===== config.mk =====
export PLATFORM = sky130hd
export DESIGN_NAME = vga_image_window
export DESIGN_NICKNAME = d
export VERILOG_FILES = /design/src/rtl/vga_image_window.sv
export SDC_FILE = /design/constraint.sdc
export NUM_CORES = 1
export LEC_CHECK = 0
export CORE_MARGIN = 2
export CORE_UTILIZATION = 40
export DETAILED_ROUTE_END_ITERATION = 10
export GPL_TIMING_DRIVEN = 0
export PLACE_DENSITY = 0.86
export REMOVE_ABC_BUFFERS = 1
export SETUP_SLACK_MARGIN = 0.05
export SYNTH_ARGS = -nofsm -noshare
export SYNTH_HDL_FRONTEND = slang
export SYNTH_SLANG_ARGS = --single-unit

===== constraint.sdc =====
create_clock -name clk -period 1.1 [get_ports clk]
set_input_delay 0.22 -clock clk [delete_from_list [all_inputs] [get_ports clk]]
set_output_delay 0.22 -clock clk [all_outputs]
set_load 0.05 [all_outputs]

===== src/rtl/vga_image_window.sv =====
// Image-window renderer: maps a double-buffered IMG_W x IMG_H display RAM onto the VGA raster.
// Optional 2x2 pixel scaling is enabled by defining VGA_IMG_SCALE2X_EN.
module vga_image_window #(
    parameter int          IMG_W     = 64,
    parameter int          IMG_H     = 64,
    parameter int          X0        = 0,
    parameter int          Y0        = 0,
    parameter int          V_ACTIVE  = 480,
    parameter bit          MONO      = 1'b1,
    parameter logic [2:0]  FG_COLOR  = 3'b111,
    parameter logic [2:0]  BG_COLOR  = 3'b010,
    parameter logic        SYNC_IDLE = 1'b1,
    parameter int          ADDR_W    = $clog2(IMG_W * IMG_H) + 1
) (
    input  logic              clk,
    input  logic              reset,
    input  logic [9:0]        counter_x,
    input  logic [9:0]        counter_y,
    input  logic              in_display_area,
    input  logic              hsync_in,
    input  logic              vsync_in,
    input  logic [2:0]        mem_q,
    output logic [ADDR_W-1:0] rd_addr,
    output logic [2:0]        pixel,
    output logic              hsync_out,
    output logic              vsync_out,
    input  logic              swap_req,
    output logic              swap_ack,
    output logic              buf_sel
);

    localparam int XW = $clog2(IMG_W);
    localparam int YW = $clog2(IMG_H);
`ifdef VGA_IMG_SCALE2X_EN
    localparam int SC = 1;
`else
    localparam int SC = 0;
`endif
    localparam logic [11:0] W_EFF = 12'(IMG_W << SC);
    localparam logic [11:0] H_EFF = 12'(IMG_H << SC);

    typedef enum logic {S_IDLE, S_PENDING} swap_state_t;

    logic [11:0]       dx, dy;
    logic              in_img_c;
    logic [XW-1:0]     ix_c;
    logic [YW-1:0]     iy_c;
    logic [ADDR_W-1:0] rd_addr_q;
    logic [1:0]        disp_q, img_q;
    logic [2:0]        hs_q, vs_q;
    logic [2:0]        pixel_q, pixel_d;
    swap_state_t       state_q, state_d;
    logic              buf_sel_q, buf_sel_d;
    logic              swap_ack_q, swap_ack_d;
    logic              swap_pt;

    // Left/above the origin the subtraction wraps to a huge value, so one
    // unsigned compare covers both window edges on each axis.
    assign dx       = {2'b00, counter_x} - 12'(X0);
    assign dy       = {2'b00, counter_y} - 12'(Y0);
    assign in_img_c = in_display_area && (dx < W_EFF) && (dy < H_EFF);

`ifdef VGA_IMG_SCALE2X_EN
    assign ix_c = dx[XW:1];
    assign iy_c = dy[YW:1];
`else
    assign ix_c = dx[XW-1:0];
    assign iy_c = dy[YW-1:0];
`endif

    always_ff @(posedge clk or posedge reset) begin
        if (reset) begin
            rd_addr_q <= '0;
            disp_q    <= '0;
            img_q     <= '0;
            hs_q      <= {3{SYNC_IDLE}};
            vs_q      <= {3{SYNC_IDLE}};
            pixel_q   <= 3'b000;
        end else begin
            if (in_img_c)
                rd_addr_q <= {buf_sel_q, iy_c, ix_c};
            disp_q  <= {disp_q[0], in_display_area};
            img_q   <= {img_q[0], in_img_c};
            hs_q    <= {hs_q[1:0], hsync_in};
            vs_q    <= {vs_q[1:0], vsync_in};
            pixel_q <= pixel_d;
        end
    end

    // Stage-2 flags line up with mem_q, which the RAM returns one cycle after rd_addr.
    always_comb begin
        pixel_d = 3'b000;
        if (!disp_q[1])
            pixel_d = 3'b000;
        else if (!img_q[1])
            pixel_d = BG_COLOR;
        else if (MONO)
            pixel_d = mem_q[0] ? FG_COLOR : 3'b000;
        else
            pixel_d = mem_q;
    end

    assign swap_pt = (counter_y == 10'(V_ACTIVE)) && (counter_x == 10'd0);

    always_ff @(posedge clk or posedge reset) begin
        if (reset) begin
            state_q    <= S_IDLE;
            buf_sel_q  <= 1'b0;
            swap_ack_q <= 1'b0;
        end else begin
            state_q    <= state_d;
            buf_sel_q  <= buf_sel_d;
            swap_ack_q <= swap_ack_d;
        end
    end

    always_comb begin
        state_d    = state_q;
        buf_sel_d  = buf_sel_q;
        swap_ack_d = 1'b0;
        case (state_q)
            S_IDLE: begin
                if (swap_req && swap_pt) begin
                    buf_sel_d  = ~buf_sel_q;
                    swap_ack_d = 1'b1;
                end else if (swap_req) begin
                    state_d = S_PENDING;
                end
            end
            S_PENDING: begin
                if (swap_pt) begin
                    buf_sel_d  = ~buf_sel_q;
                    swap_ack_d = 1'b1;
                    state_d    = S_IDLE;
                end
            end
            default: state_d = S_IDLE;
        endcase
    end

    assign rd_addr   = rd_addr_q;
    assign pixel     = pixel_q;
    assign hsync_out = hs_q[2];
    assign vsync_out = vs_q[2];
    assign swap_ack  = swap_ack_q;
    assign buf_sel   = buf_sel_q;

endmodule


==> flow_summary_export.csv <==
group,metric,value,unit
cts,cts_tree,"yes",
power_and_ir_drop,power_leakage,0.832,nW
worst_setup_path,crit_buf_inv,1,
synthesis,synth.avg_cell_area,16.9,um2
worst_setup_path,crit_type,"register to output port",
synthesis,synth_compound_area_share,0.718,%
worst_hold_path,whs_endpoint,"disp_q[0]",
die,die_h,55.1,um
worst_hold_path,hp-class,"input port to register",
grt,grt_pass1_wl,3.40,mm
grt,grt_use_total,16.3,%
synthesis,synth-simple-area-share,10.6,%
sta,rsz0062_at_grt,"yes",
synthesis,muxShareOfSynthArea,17.2,%
worst_setup_path,ff2ff_path_depth,3,
worst_hold_path,hp-start,"in_display_area",
routing,wl_per_cell,14.4,um
synthesis,synth-seq-cells,28,
routing,drt_iter0_drc,2,
cells_and_area,final_cell_mix,"22 x dfrtp_1, 22 x buf_6, 13 x mux2_4, 8 x buf_4, 7 x dlygate4sd2_1",
worst_setup_path,crit_required,0.88,ns
synthesis,syn_inst,62,
synthesis,synth_cell_types,19,
sta,max_freq,806,MHz
routing,firstDrtPassIters,3,
cts,cts-htree-levels,1,
power_and_ir_drop,finalPower,2.10,mW
run_status,violations,"setup timing",
routing,route.detailed.drc,0,
worst_setup_path,start_kind,"register",
die,io_pins,49,
synthesis,synthArstFlopShare,100,%
worst_setup_path,slowest_stage,"dfstp_2",
die,coreArea,0.00248,mm2
cts,cts_buffers,3,
routing,antenna_left,0,
grt,antenna_found_initial,0,
power_and_ir_drop,p_per_area,1230,mW/mm2
die,start_util,42.2,%
die,die_w,55.1,um
worst_setup_path,max_stage_delay,0.57,ns
placement,portBuffers,46,
cells_and_area,post-route-util,69.1,%
synthesis,yosysSeqAreaShare,67.7,%
sta,finalHoldViolations,0,
worst_setup_path,ff2ff_setup_slack,0.08,ns
sta,drv_slew,0,
sta,setup_ws,-0.140,ns
cts,clockBufferDepth,2,
die,num_rows,18,
grt,first_global_vias,756,
placement,pre_cts_ws,-1.31,ns
worst_setup_path,crit_chain,"buf_8",
synthesis,synth_edf_count,0,
cells_and_area,fillers,197,
placement,place_congestion,0.686,
worst_hold_path,hold_depth,1,
synthesis,synthFlopType,"dfrtp_1",
worst_setup_path,crit_arrival,1.02,ns
cts,cts_root_buffer,"clkbuf_4",
worst_setup_path,cp_max_fo,1,
cells_and_area,drive_gt1_share,62.5,%
cells_and_area,syn_to_final_growth,63.6,%
die,die_area,0.00304,mm2
sta,final-setup-viol-count,20,
run_status,status,"finished with violations",
sta,tightest_slew,0.567,ns
synthesis,synthAdderAreaFrac,0,%
sta,skew,0.00447,ns
worst_setup_path,rr_startpoint,"rd_addr[10]",
sta,period_needed,1.24,ns
placement,dp_hpwl,1.45,mm
cts,cts_sinks,28,
cells_and_area,nets,150,
routing,drt_wl_total,2.16,mm
worst_setup_path,endpoint_kind,"output port",
cells_and_area,antennaDiodeCount,0,
placement,place_area,0.00152,mm2
synthesis,synth_xor_area_share,0.837,%
sta,post-route-period-util,113,%
routing,vias,700,
worst_setup_path,reg2reg_to,"rd_addr[10]",
sta,relSlewSlack,62.1,%
cts,clkTransAtPathRegs,0.14,ns
synthesis,netlist_area,0.00105,mm2
synthesis,synth_top_family_by_area,"multiplexers",
worst_setup_path,cpLargestDelayFamily,"flip-flops",
cells_and_area,finalInstanceArea,0.00171,mm2
job,drv_cap,0,
cts,clock_latency,0.32,ns
routing,viasPerCell,4.67,
grt,grt-ovfl-total,0,
synthesis,ys_warn_count,0,
cts,cts_hold_buf,0,
power_and_ir_drop,vdd.ir_drop.worst,901,uV
grt,grt_max_degree,29,
-- layer usage --
layer	GRT usage (%)	up-vias	routed length (um)
met4	2.44	0	0
met3	4.03	0	140
met1	20.5	348	865
met5	0	-	0
met2	28.8	27	1150
li1	-	325	-
-- what timing repair did --
| action | in CTS | in global routing |
|---|---|---|
| setup buffers | 8 | 2 |
| setup endpoints to repair | 59 | 34 |
| gates resized for setup | 197 | 11 |
| pin swaps | 11 | 5 |
-- registers in the layout (all words and copies together), names as in the netlist --
name and flops:
state_q 1, vs_q 3, pixel 2, img_q 2, rd_addr 13, hs_q 3
buf_sel 1, disp_q 2, swap_ack 1
-- where the power goes --
group          internal [mW]  switching [mW]  leakage [nW]  total, mW
Sequential              1.08          0.0236         0.356       1.10
Clock                  0.368           0.290        0.0279      0.658
Combinational          0.162           0.178         0.448      0.340
Total                   1.61           0.492         0.832       2.10
-- cells in the mapped netlist, drive strengths merged, types with 2 or more instances --
library cell  number  area share, %
dfrtp             22             53
mux2              13             17
inv                2           0.72
nor4b              2            1.7
buf                2            2.2
dfstp              6             15
nor2               4            1.4
nor3               3            1.9
-- kinds of logic after synthesis --
| family | Yosys count |
|---|---|
| DFF | 28 |
| and+or+nand+nor | 15 |
| muxes | 13 |
| buffers and inverters | 4 |
| AOI/OAI and AO/OA | 1 |
| xor gates and xnor gates | 1 |
-- worst register-to-register path, delay by kind of cell, from the launching register on --
kind	cells	cell delay, ns
buffers and inverters	2	0.24
DFF	1	0.42
muxes	1	0.25
-- cell type report --
| type | instances | area [um2] | share of cell area [%] |
|---|---|---|---|
| timing repair buffer | 56 | 526 | 30.7 |
| tap | 30 | 37.5 | 2.19 |
| sequential | 28 | 708 | 41.4 |
| inverter | 2 | 11.3 | 0.658 |
| multi-input combinational | 30 | 377 | 22.0 |
| clock inverter | 1 | 30.0 | 1.75 |
| clock buffer | 3 | 22.5 | 1.32 |
-- worst max-delay path by stage --
| stage | start | to | depth (start not counted) |
|---|---|---|---|
| after floorplan | counter_y[9] | rd_addr[10] | 4 |
| after global placement | counter_y[9] | rd_addr[9] | 5 |
| after detailed placement | counter_y[9] | rd_addr[9] | 5 |
| after CTS | vs_q[2] | vsync_out | 1 |
| after global routing | vs_q[2] | vsync_out | 1 |
| final | vs_q[2] | vsync_out | 1 |
-- stage by stage --
stage               TNS, ns  hold WS (ns)  instances
global placement     -32.04         0.333        136
CTS                  -0.721         0.136        148
floorplan             -8.25         0.224         60
finish               -0.592         0.153        150
global route          -1.76         0.110        150
detailed placement   -34.21         0.339        136
(Power assumes the default switching activity.)
